<file path="config.mk">
export PLATFORM = sky130hd
export DESIGN_NAME = sem_wr_arbiter
export DESIGN_NICKNAME = d
export VERILOG_FILES = /design/src/rtl/sem_wr_arbiter.sv
export SDC_FILE = /design/constraint.sdc
export NUM_CORES = 1
export LEC_CHECK = 0
export BUFFER_PORTS_ARGS = -buffer_cell sky130_fd_sc_hd__buf_2
export CAP_MARGIN = 40
export CORE_AREA = 5 5 44 46
export DETAILED_ROUTE_END_ITERATION = 6
export DIE_AREA = 0 0 49 51
export PLACE_DENSITY = 0.75
export SKIP_CTS_REPAIR_TIMING = 1
export SLEW_MARGIN = 40
export SYNTH_ARGS = -nofsm -noshare
export SYNTH_HDL_FRONTEND = slang
export SYNTH_SLANG_ARGS = --single-unit
</file>
<file path="constraint.sdc">
create_clock -name clk_i -period 3.2 [get_ports clk_i]
set_input_delay 0.16 -clock clk_i [delete_from_list [all_inputs] [get_ports clk_i]]
set_output_delay 0.16 -clock clk_i [all_outputs]
set_load 0.02 [all_outputs]
</file>
<file path="src/rtl/sem_wr_arbiter.sv">
// Round-robin arbiter that lets N writers share one single-bit semaphore mailbox.
// Holds a tag naming the posted writer until the reader consumes the bit.
module sem_wr_arbiter #(
  parameter int N    = 4,
  parameter int TAGW = 2
) (
  input  logic            clk_i,
  input  logic            rst_i,
  input  logic [N-1:0]    req_i,
  input  logic [N-1:0]    req_di_i,
  input  logic            sem_wr_rdy_i,
  input  logic            sem_rd_done_i,
  output logic            sem_wr_o,
  output logic            sem_di_o,
  output logic [N-1:0]    gnt_o,
  output logic [TAGW-1:0] tag_o,
  output logic            tag_vld_o,
  output logic            busy_o
);

  typedef enum logic [1:0] {
    IDLE    = 2'd0,
    WRITE   = 2'd1,
    WAIT_RD = 2'd2
  } state_e;

  localparam logic [TAGW:0]   NW   = (TAGW+1)'(N);
  localparam logic [TAGW-1:0] LAST = TAGW'(N-1);

  state_e          state_q, state_d;
  logic [TAGW-1:0] ptr_q, ptr_d;
  logic [TAGW-1:0] sel_q, sel_d;
  logic            dat_q, dat_d;
  logic [N-1:0]    gnt_q, gnt_d;
  logic [TAGW-1:0] tag_q, tag_d;
  logic            vld_q, vld_d;

  logic [TAGW:0]   idx;
  logic [TAGW-1:0] win;
  logic            found;

  // Search starts at ptr_q and wraps modulo N, never past N-1.
  always_comb begin
    idx   = '0;
    win   = '0;
    found = 1'b0;
    for (int k = 0; k < N; k++) begin
      idx = {1'b0, ptr_q} + (TAGW+1)'(k);
      if (idx >= NW) idx = idx - NW;
      if (!found && req_i[idx[TAGW-1:0]]) begin
        found = 1'b1;
        win   = idx[TAGW-1:0];
      end
    end
  end

  always_comb begin
    state_d = state_q;
    ptr_d   = ptr_q;
    sel_d   = sel_q;
    dat_d   = dat_q;
    gnt_d   = '0;
    tag_d   = tag_q;
    vld_d   = vld_q;
    unique case (state_q)
      IDLE: begin
        if (found) begin
          sel_d   = win;
          dat_d   = req_di_i[win];
          state_d = WRITE;
        end
      end
      WRITE: begin
        if (sem_wr_rdy_i) begin
          gnt_d[sel_q] = 1'b1;
          tag_d        = sel_q;
          vld_d        = 1'b1;
          ptr_d        = (sel_q == LAST) ? '0 : sel_q + TAGW'(1);
          state_d      = WAIT_RD;
        end
      end
      WAIT_RD: begin
        if (sem_rd_done_i) begin
          vld_d   = 1'b0;
          state_d = IDLE;
        end
      end
      default: state_d = IDLE;
    endcase
  end

  always_ff @(posedge clk_i) begin
    if (rst_i) begin
      state_q <= IDLE;
      ptr_q   <= '0;
      sel_q   <= '0;
      dat_q   <= 1'b0;
      gnt_q   <= '0;
      tag_q   <= '0;
      vld_q   <= 1'b0;
    end else begin
      state_q <= state_d;
      ptr_q   <= ptr_d;
      sel_q   <= sel_d;
      dat_q   <= dat_d;
      gnt_q   <= gnt_d;
      tag_q   <= tag_d;
      vld_q   <= vld_d;
    end
  end

  // Reset gating keeps the mailbox from capturing a write on the reset edge.
  assign sem_wr_o  = (state_q == WRITE) & ~rst_i;
  assign sem_di_o  = dat_q & ~rst_i;
  assign busy_o    = (state_q != IDLE) & ~rst_i;
  assign gnt_o     = gnt_q;
  assign tag_o     = tag_q;
  assign tag_vld_o = vld_q;

endmodule
</file>
After elaboration in Yosys (flattened, before gate mapping) --
Index checks and enable logic that the tools add are counted.
Storage, ports and cells: register bits 14, output and inout bits 10, word-level logic and storage cells 85
Operators by class: bitwise operators 6, reduce and logical (&&, ||, !) cells 15, muxes and demuxes 32, order comparisons 11, equality and inequality tests 6, add/subtract/negate cells 8
Operators with widths (number):
- 2-bit two-way mux | 12
- 2-bit by 3-bit less-than comparator with 1-bit output (second input constant) | 6
- 1-bit two-way mux | 12
- 1-bit binary-select mux with 2-bit select | 5
- 3-bit greater-or-equal comparator (second input constant) | 3
- 2-bit by 1-bit subtractor with 2-bit output (second input constant) | 4
- 2-bit by 2-bit adder with 3-bit output (second input constant) | 2
- 2-bit != test (second input constant) | 3
- 2-bit one-hot mux with 3 select lines | 1
- 3-bit AND reduction | 2
- 2-bit equality test (second input constant) | 2
- 1-bit logical AND | 4
- 2-bit AND reduction | 2
- 2-bit nonzero test | 2
- 2-bit by 1-bit adder with 3-bit output (second input constant) | 1
- 1-bit bitwise AND | 3
- 2-bit by 3-bit greater-or-equal comparator with 1-bit output (second input constant) | 1
- 1-bit logical NOT | 3
- 1-bit NOT | 3
- 3-bit OR reduction | 1
- 2-bit by 1-bit adder with 2-bit output (second input constant) | 1
- 1-bit demux with 2-bit select | 1
- 2-bit by 1-bit equality test with 1-bit output (second input constant) | 1
- 2-bit by 1-bit greater-or-equal comparator with 1-bit output (second input constant) | 1
- other kinds (2) | 2

Longest topological paths before layout --
Gate-level depths: netlist (run 1).
depth in word-level cells 16, mapped depth 6

Worst setup path after synthesis (run 1) --
Ideal clock, no wire load.
kind register to register, start point reg state_q[0], end point reg gnt_q[0] (netlist: gnt_o[0]), setup slack 1798 ps, buffers on the path 1, required time 3138 ps, cell stages (with the launch flop) 4, arrival time 1340 ps, library setup time 62 ps, period minus slack after synthesis 1402 ps, cells stage by stage dfxtp_1 buf_2 nor3b_1 and3_1
Between the ends: longest elaborated chain between the ends 3
RTL lines:
- start, declared | RTL line 30 | state_e state_q, state_d;
- start signal, assigned | RTL line 102 | state_q <= state_d;
- 2-bit by 1-bit equality test with 1-bit output | RTL line 65 | unique case (state_q)
- 1-bit NOT (no line)
- 3-bit OR reduction (no line)
- end signal, assigned | RTL line 106 | gnt_q <= gnt_d;
- end, declared | RTL line 34 | logic [N-1:0] gnt_q, gnt_d;
No other way between the ends. A chain may end at the register's enable or synchronous reset.

Final worst setup path (run 1) --
start point reg state_q[0], end point out sem_wr_o
Between the ends: longest elaborated chain between the ends 2
RTL lines:
- 2-bit by 1-bit equality test with 1-bit output | RTL line 113 | assign sem_wr_o = (state_q == WRITE) & ~rst_i;
- 1-bit bitwise AND | RTL line 113
- end, declared | RTL line 13 | output logic sem_wr_o,
No other way between the ends.

==> flow_metrics.tcl, run 1 <==
set metrics [dict create \
    status "completed" \
    place_congestion 0.755 \
    grtUsageTotal_pct 11.5 \
    core-area_sq_um 1470 \
    rsz0062_at_grt "false" \
    postRouteAntennaNets 0 \
    crit_path_end_kind "output pin" \
    grt_pass1_wl_um 2290 \
    worstPathMaxFanout 8 \
    path_class "register to output pin" \
    synth_area_leaders "dfxtp_1 40%, a21oi_1 8.6%, nor2_1 8.6%" \
    crit_chain "nor3b_1 -> buf_2" \
    cts_tree "done" \
    netlist_area_sq_um 701 \
    wl_per_cell_um 11.3 \
    cts_buffers 3 \
    power.density_nw_per_um2 463 \
    slowest_stage "dfxtp_1" \
    hpwl_um 1070 \
    rows 14 \
    grt_max_degree 14 \
    yosys.area.top_type "dfxtp_1" \
    syn_avg_cell_area_sq_um 8.54 \
    fmax_mhz 646 \
    tns_ns 0 \
    finalSetupViolCount 0 \
    intPower_uw 285 \
    clk_pin_slew_ns 0.09 \
    synthCells 82 \
    worst-slew-pin-transition_ns 0.409 \
    firstDrtPassIters 4 \
    nNetsFinal 122 \
    yosys-top-cells-count "16 x nor2_1, 14 x dfxtp_1, 12 x a21oi_1, 5 x nand2_1" \
    drc 0 \
    critical_path.max_stage_delay_ns 0.46 \
    pwr-share-comb_pct 19.0 \
    arrival_ns 1.39 \
    leakage_nw 0.403 \
    die_w_um 49 \
    fin_crit_sh_pct 48.4 \
    layout-drive-gt1-share_pct 27.6 \
    dpl_cell_area_sq_um 817 \
    n_antenna_cell 0 \
    hold_viol 0 \
    required_ns 3.04 \
    layout_min_cycle_time_ns 1.55 \
    clock_power_share_pct 32.2 \
    cts.path.max_buffers 2 \
    synth_nets 98 \
    synth_cell_types 23 \
    synth_most_common_cell "nor2_1" \
    seqPwrFrac_pct 48.9 \
    overflow 0 \
    cts-root-buf "clkbuf_4" \
    io_pins 22 \
    viasPerCell 5.03 \
    drtIter0Drc 3 \
    fin_area_sq_um 853 \
    die_y_um 51 \
    clk_latency_ns 0.27 \
    synth_edf_count 0 \
    vias 609 \
    synth_top_area_share_pct 40.0 \
    dieArea_sq_um 2500 \
    p_switching_uw 111 \
    yosysSeqAreaShare_pct 40.0 \
    async_flop_share_pct 0 \
    antenna_found_initial 0 \
    port_buffers 21 \
    grt_pass1_vias 542 \
    synth_flop_cell "dfxtp_1" \
    relSlewSlack_pct 72.7 \
    max_cap_viol_count 0 \
    syn_to_final_growth_pct 21.8 \
    finalMaxSlewViolations 0 \
    ys_ff_latch 14 \
    htree_levels 1 \
    yosys_warnings 0 \
    ir_drop_uv 206 \
    holdCritPathClass "input pin to register" \
    critPathLaunchType "register" \
    p_sw_share_pct 28.0 \
    initial_core_util_pct 47.6 \
    fin_skew_ns 0.00161 \
    wirelength_um 1370 \
    cts.sink_count 14 \
]
==> kinds of logic (layout without fill, tap and decap cells) <==
| family | after synthesis | in the layout | share of synthesized area (%) |
|---|---|---|---|
| AND/OR/NAND/NOR | 39 | 39 | 30.2 |
| AO/OA/AOI/OAI | 16 | 16 | 14.1 |
| flip-flops | 14 | 14 | 40.0 |
| buffers and inverters | 5 | 28 | 2.86 |
| adder cells (fa/ha/maj) | 4 | 4 | 7.14 |
| multiplexers | 4 | 4 | 5.71 |
==> worst max-delay path, delay by kind of cell, from the launching register on <==
family                 cells  cell delay, ns
buffers and inverters      1            0.25
and+or+nand+nor            1            0.41
DFF                        1            0.46
==> stage by stage <==
step                      setup slack [ns]  utilization [%]  hold WS [ns]  std cells  power (mW)
final                                 1.65             58.0         0.155        121       0.396
after global routing                  1.51             58.0         0.156        121       0.419
after CTS                             1.64             58.0         0.151        121       0.400
after detailed placement              1.76             55.5         0.453        117       0.273
after global placement                1.82             55.5         0.441        117       0.270
after floorplan                       1.80                -         0.278         82       0.249
==> state kept, by name, summed over array words and instances (netlist names) <==
signal / count
tag_o: 2
tag_vld_o: 1
gnt_o: 4
state_q: 2
dat_q: 1
ptr_q: 2
sel_q: 2
==> metal layers <==
layer  part of all wire (%)  track usage [%]  vias up
met2                     46             18.0       18
li1                       -                -      329
met5                      0                0        -
met1                     46             14.3      260
met4                   0.88             5.38        0
met3                    7.4             3.49        2
==> power groups by stage <==
stage | Sequential (mW) | Clock [mW] | Combinational, mW
6_report | 0.193 | 0.127 | 0.0751
5_1_grt | 0.195 | 0.140 | 0.0847
4_1_cts | 0.193 | 0.131 | 0.0758
3_5_place_dp | 0.197 | 0 | 0.0753
3_3_place_gp | 0.197 | 0 | 0.0732
2_1_floorplan | 0.198 | 0 | 0.0509
==> final timing paths <==
kind                  from         end  slack [ns]  cells after the start
max             state_q[0]    sem_wr_o        1.65                      2
min          sem_rd_done_i  state_q[1]        0.15                      4
max reg2reg       ptr_q[1]       dat_q        1.71                      5
min reg2reg       tag_o[0]    tag_o[0]        0.50                      2
==> final cells by class <==
cell class	count	area, sq um
clock buffers	4	36.3
fillers	148	618
inverters	3	11.3
multi-input cells	63	400
flip-flops and latches	14	280
well taps	16	20.0
repair buffers	21	105
==> cell usage in the layout, fill, tap and decap left out, drive strengths merged <==
cell type   n
dfxtp      14
a2bb2oi     1
nand3b      2
nand3       1
nand2b      4
ha          4
nor2b       1
buf        21
nor3        3
mux2i       4
or4         1
inv         3
a2111oi     1
nor3b       1
nand2       6
nor2       16
clkbuf      4
o22ai       1
and3        4
o221ai      1
a21oi      12
Power figures use the tool's default switching activity.
==> inputs of run 2 (changes only) <==
Settings changed: CORE_AREA 5 5 44 46 to 5 5 49 47, DIE_AREA 0 0 49 51 to 0 0 54 52, PLACE_DENSITY 0.75 to 0.69.
Clock period 3.2 ns to 1.4 ns, I/O delays scaled along.
==> flow_metrics.tcl, run 2 (same netlist as run 1, synthesis figures left out) <==
set metrics [dict create \
    vias 638 \
    finalSetupViolCount 0 \
    grt_max_degree 14 \
    port_buffers 21 \
    p_sw_share_pct 27.2 \
    wirelength_um 1410 \
    relSlewSlack_pct 78.7 \
    fin_crit_sh_pct 94.4 \
    p_switching_uw 245 \
    slowest_stage "dfxtp_4" \
    drc 0 \
    grt_pass1_vias 561 \
    fmax_mhz 757 \
    finalMaxSlewViolations 0 \
    cts_tree "done" \
    total_power_uw 901 \
    postRouteAntennaNets 0 \
    tns_ns 0 \
    crit_path_end_kind "register" \
    status "completed" \
    clk_latency_ns 0.27 \
    initial_core_util_pct 39.3 \
    viasPerCell 4.83 \
    die_w_um 54 \
    place_congestion 0.762 \
    leakage_nw 0.419 \
    core-area_sq_um 1780 \
    arrival_ns 1.48 \
    clk_pin_slew_ns 0.08 \
    intPower_uw 655 \
    fin_area_sq_um 897 \
    cts.path.max_buffers 2 \
    antenna_found_initial 0 \
    worstPathMaxFanout 4 \
    dieArea_sq_um 2810 \
    clock_power_share_pct 31.0 \
    required_ns 1.56 \
    hold_viol 0 \
    die_y_um 52 \
    cts_buffers 3 \
    htree_levels 1 \
    crit_chain "buf_4 -> nand2_2 -> nor2_1 -> nor3_4 -> mux2i_1 -> o221ai_2" \
    mostFrequentLayoutCell "buf_2" \
    drtIter0Drc 8 \
    wl_per_cell_um 10.6 \
    n_antenna_cell 0 \
    path_buf_inv 1 \
    holdCritPathClass "input pin to register" \
    rows 15 \
    grt_pass1_wl_um 2300 \
    cts.sink_count 14 \
    worst-slew-pin-transition_ns 0.312 \
    dpl_cell_area_sq_um 841 \
    seqPwrFrac_pct 49.0 \
    firstDrtPassIters 4 \
    layout-drive-gt1-share_pct 33.6 \
    syn_to_final_growth_pct 28.0 \
    hpwl_um 1120 \
    critical_path.max_stage_delay_ns 0.36 \
    largest_reg_flops 4 \
    grtUsageTotal_pct 10.8 \
    power.density_nw_per_um2 1000 \
    critPathTopFamily "flip-flops" \
    fin_skew_ns 0.00145 \
    layout_min_cycle_time_ns 1.32 \
    nNetsFinal 124 \
    overflow 0 \
    pwr-share-comb_pct 20.0 \
    max_cap_viol_count 0 \
    critPathLaunchType "register" \
    mostFrequentLayoutCells "21 x buf_2, 15 x nor2_1, 13 x dfxtp_1, 12 x a21oi_1" \
    ir_drop_uv 454 \
    path_class "register to register" \
    io_pins 22 \
    whs_ns 0.0777 \
    cts-root-buf "clkbuf_4" \
]
-- run 2: path summary, 6_finish.rpt --
path | cells past startpoint | slack (ns) | from | endpoint
min reg2reg | 2 | 0.49 | tag_o[1] | tag_o[1]
min | 3 | 0.08 | req_di_i[2] | dat_q
max | 6 | 0.08 | ptr_q[1] | dat_q
max reg2reg | 6 | 0.08 | ptr_q[1] | dat_q
-- run 2: cell type report --
type                    count  area, sq um
repair buffers             23          120
inverters                   3         11.3
fillers                   186          886
multi-input cells          63          414
well taps                  25         31.3
flip-flops and latches     14          284
clock buffers               4         36.3
-- run 2: power groups by stage --
stage | clock network, mW | registers (mW) | logic, mW
final | 0.279 | 0.441 | 0.180
after floorplan | 0 | 0.452 | 0.117
after CTS | 0.292 | 0.442 | 0.176
after global routing | 0.316 | 0.445 | 0.203
after detailed placement | 0 | 0.452 | 0.175
after global placement | 0 | 0.450 | 0.171
-- run 2: tightest hold or removal path: stages --
cell and delay (ns):
buf_2 0.07, mux2i_1 0.06, o221ai_2 0.11
-- run 2: metal layers --
layer	track usage, %	wire [um]
met5	0	0
met4	3.73	0
met3	2.87	95
met2	17.1	659
met1	13.9	650
-- run 2: per-stage QoR --
stage | setup WS [ns] | utilization (%) | std cells
finish | 0.0787 | 50.3 | 132
global placement | 0.0386 | 47.2 | 127
detailed placement | -0.0126 | 47.2 | 127
global route | -0.000147 | 50.3 | 132
CTS | -0.0270 | 49.2 | 131
floorplan | 0.0648 | - | 82
==> inputs of run 3 (changes only) <==
Settings changed: ABC_CLOCK_PERIOD_IN_PS set to 1600, CORE_AREA 5 5 49 47 to 5 5 44 46, DIE_AREA 0 0 54 52 to 0 0 49 51, PLACE_DENSITY 0.69 to 0.75.
Clock period 1.4 ns to 1.6 ns, I/O delays scaled along.
==> flow_metrics.tcl, run 3 (same netlist as run 1, synthesis figures left out) <==
set metrics [dict create \
    htree_levels 1 \
    path_buf_inv 0 \
    drtIter0Drc 16 \
    viasPerCell 5.05 \
    rows 14 \
    worst-slew-pin-transition_ns 0.301 \
    initial_core_util_pct 47.6 \
    firstDrtPassIters 4 \
    cts.sink_count 14 \
    largest_reg_flops 4 \
    nNetsFinal 122 \
    holdCritPathClass "input pin to register" \
    relSlewSlack_pct 79.4 \
    max_cap_viol_count 0 \
    leakage_nw 0.405 \
    postRouteAntennaNets 0 \
    wirelength_um 1320 \
    hold_path.startpoint "sem_wr_rdy_i" \
    timing.reg2reg.setup_slack_ns 0.16 \
    io_pins 22 \
    fin_crit_sh_pct 89.9 \
    cts_tree "done" \
    critPathLaunchType "register" \
    hold_viol 0 \
    finalSetupViolCount 0 \
    cts.path.max_buffers 2 \
    grtUsageTotal_pct 11.4 \
    required_ns 1.76 \
    syn_to_final_growth_pct 22.5 \
    clk_latency_ns 0.27 \
    place_congestion 0.752 \
    fin_skew_ns 0.00177 \
    overflow 0 \
    final_core_util_pct 58.3 \
    min_to "state_q[0]" \
    arrival_ns 1.60 \
    vias 611 \
    layout_min_cycle_time_ns 1.44 \
    slowest_stage "dfxtp_1" \
    crit_path_end_kind "register" \
    cts_buffers 3 \
    path_class "register to register" \
    die_y_um 51 \
    wl_per_cell_um 10.9 \
    critPathTopFamily "multiplexers" \
    cpMostUsedCell "mux2i_1" \
    n_antenna_cell 0 \
    power.density_nw_per_um2 918 \
    cts-root-buf "clkbuf_4" \
    core-area_sq_um 1470 \
    port_buffers 21 \
    clk_pin_slew_ns 0.09 \
    tns_ns 0 \
    grt_max_degree 14 \
    rr_endpoint "dat_q" \
    ir_drop_uv 496 \
    antenna_found_initial 0 \
    grt_pass1_vias 534 \
    place_inst 117 \
    crit_chain "mux2i_1 -> nor2_1 -> nor3_4 -> mux2i_1 -> o221ai_2" \
    stdcell_count 121 \
    path_depth 5 \
    status "completed" \
    die_w_um 49 \
    timing.rr.start "ptr_q[1]" \
    reg2reg_depth 5 \
    hold_path_depth 2 \
    mostFrequentLayoutCells "21 x buf_2, 16 x nor2_1, 14 x dfxtp_1, 12 x a21oi_1, 5 x nand2_1" \
    dieArea_sq_um 2500 \
    total_power_uw 788 \
    hpwl_um 1030 \
    fmax_mhz 695 \
    mostFrequentLayoutCell "buf_2" \
    critical_path.max_stage_delay_ns 0.42 \
    layout-drive-gt1-share_pct 28.6 \
    grt_pass1_wl_um 2300 \
    drc 0 \
    rsz0062_at_grt "false" \
    finalMaxSlewViolations 0 \
    worstPathMaxFanout 5 \
]
[run 3: cell count changes in the layout (fill, tap and decap cells not counted), sizes merged]
cell,previous run,this run
buf,23,21
[run 3: per-stage QoR]
| stage | hold slack (ns) | setup WS [ns] | cell area (sq um) |
|---|---|---|---|
| detailed placement | 0.370 | 0.186 | 817 |
| floorplan | 0.198 | 0.198 | 701 |
| finish | 0.0764 | 0.162 | 858 |
| global route | 0.0849 | 0.0384 | 858 |
| CTS | 0.0704 | 0.123 | 853 |
| global placement | 0.361 | 0.216 | 817 |
[run 3: power breakdown]
part	internal (mW)	leakage [nW]	switching, mW
clock network	0.138	0.0210	0.114
registers	0.368	0.114	0.0180
logic	0.0632	0.270	0.0856
total	0.570	0.405	0.218
[run 3: how the worst max path moves through the flow]
stage	slack (ns)	start	endpoint
2_1_floorplan	0.20	state_q[0]	gnt_o[0]
3_3_place_gp	0.22	ptr_q[1]	dat_q
3_5_place_dp	0.19	ptr_q[1]	dat_q
4_1_cts	0.12	state_q[0]	sem_wr_o
5_1_grt	0.04	ptr_q[1]	dat_q
6_report	0.16	ptr_q[1]	dat_q
[run 3: area by class of cell]
class | instances | area [sq um]
sequential | 14 | 280
clock buffer | 4 | 36.3
timing repair buffer | 21 | 105
inverter | 3 | 11.3
fill | 153 | 613
tap | 16 | 20.0
multi-input combinational | 63 | 405
[run 3: metal layers]
layer | GRT usage [%] | vias to the layer above | part of all wire [%]
met5 | 0 | - | 0
met4 | 5.38 | 0 | 1.2
met3 | 2.33 | 2 | 7.6
met2 | 18.3 | 20 | 44
met1 | 14.6 | 263 | 47
li1 | - | 326 | -
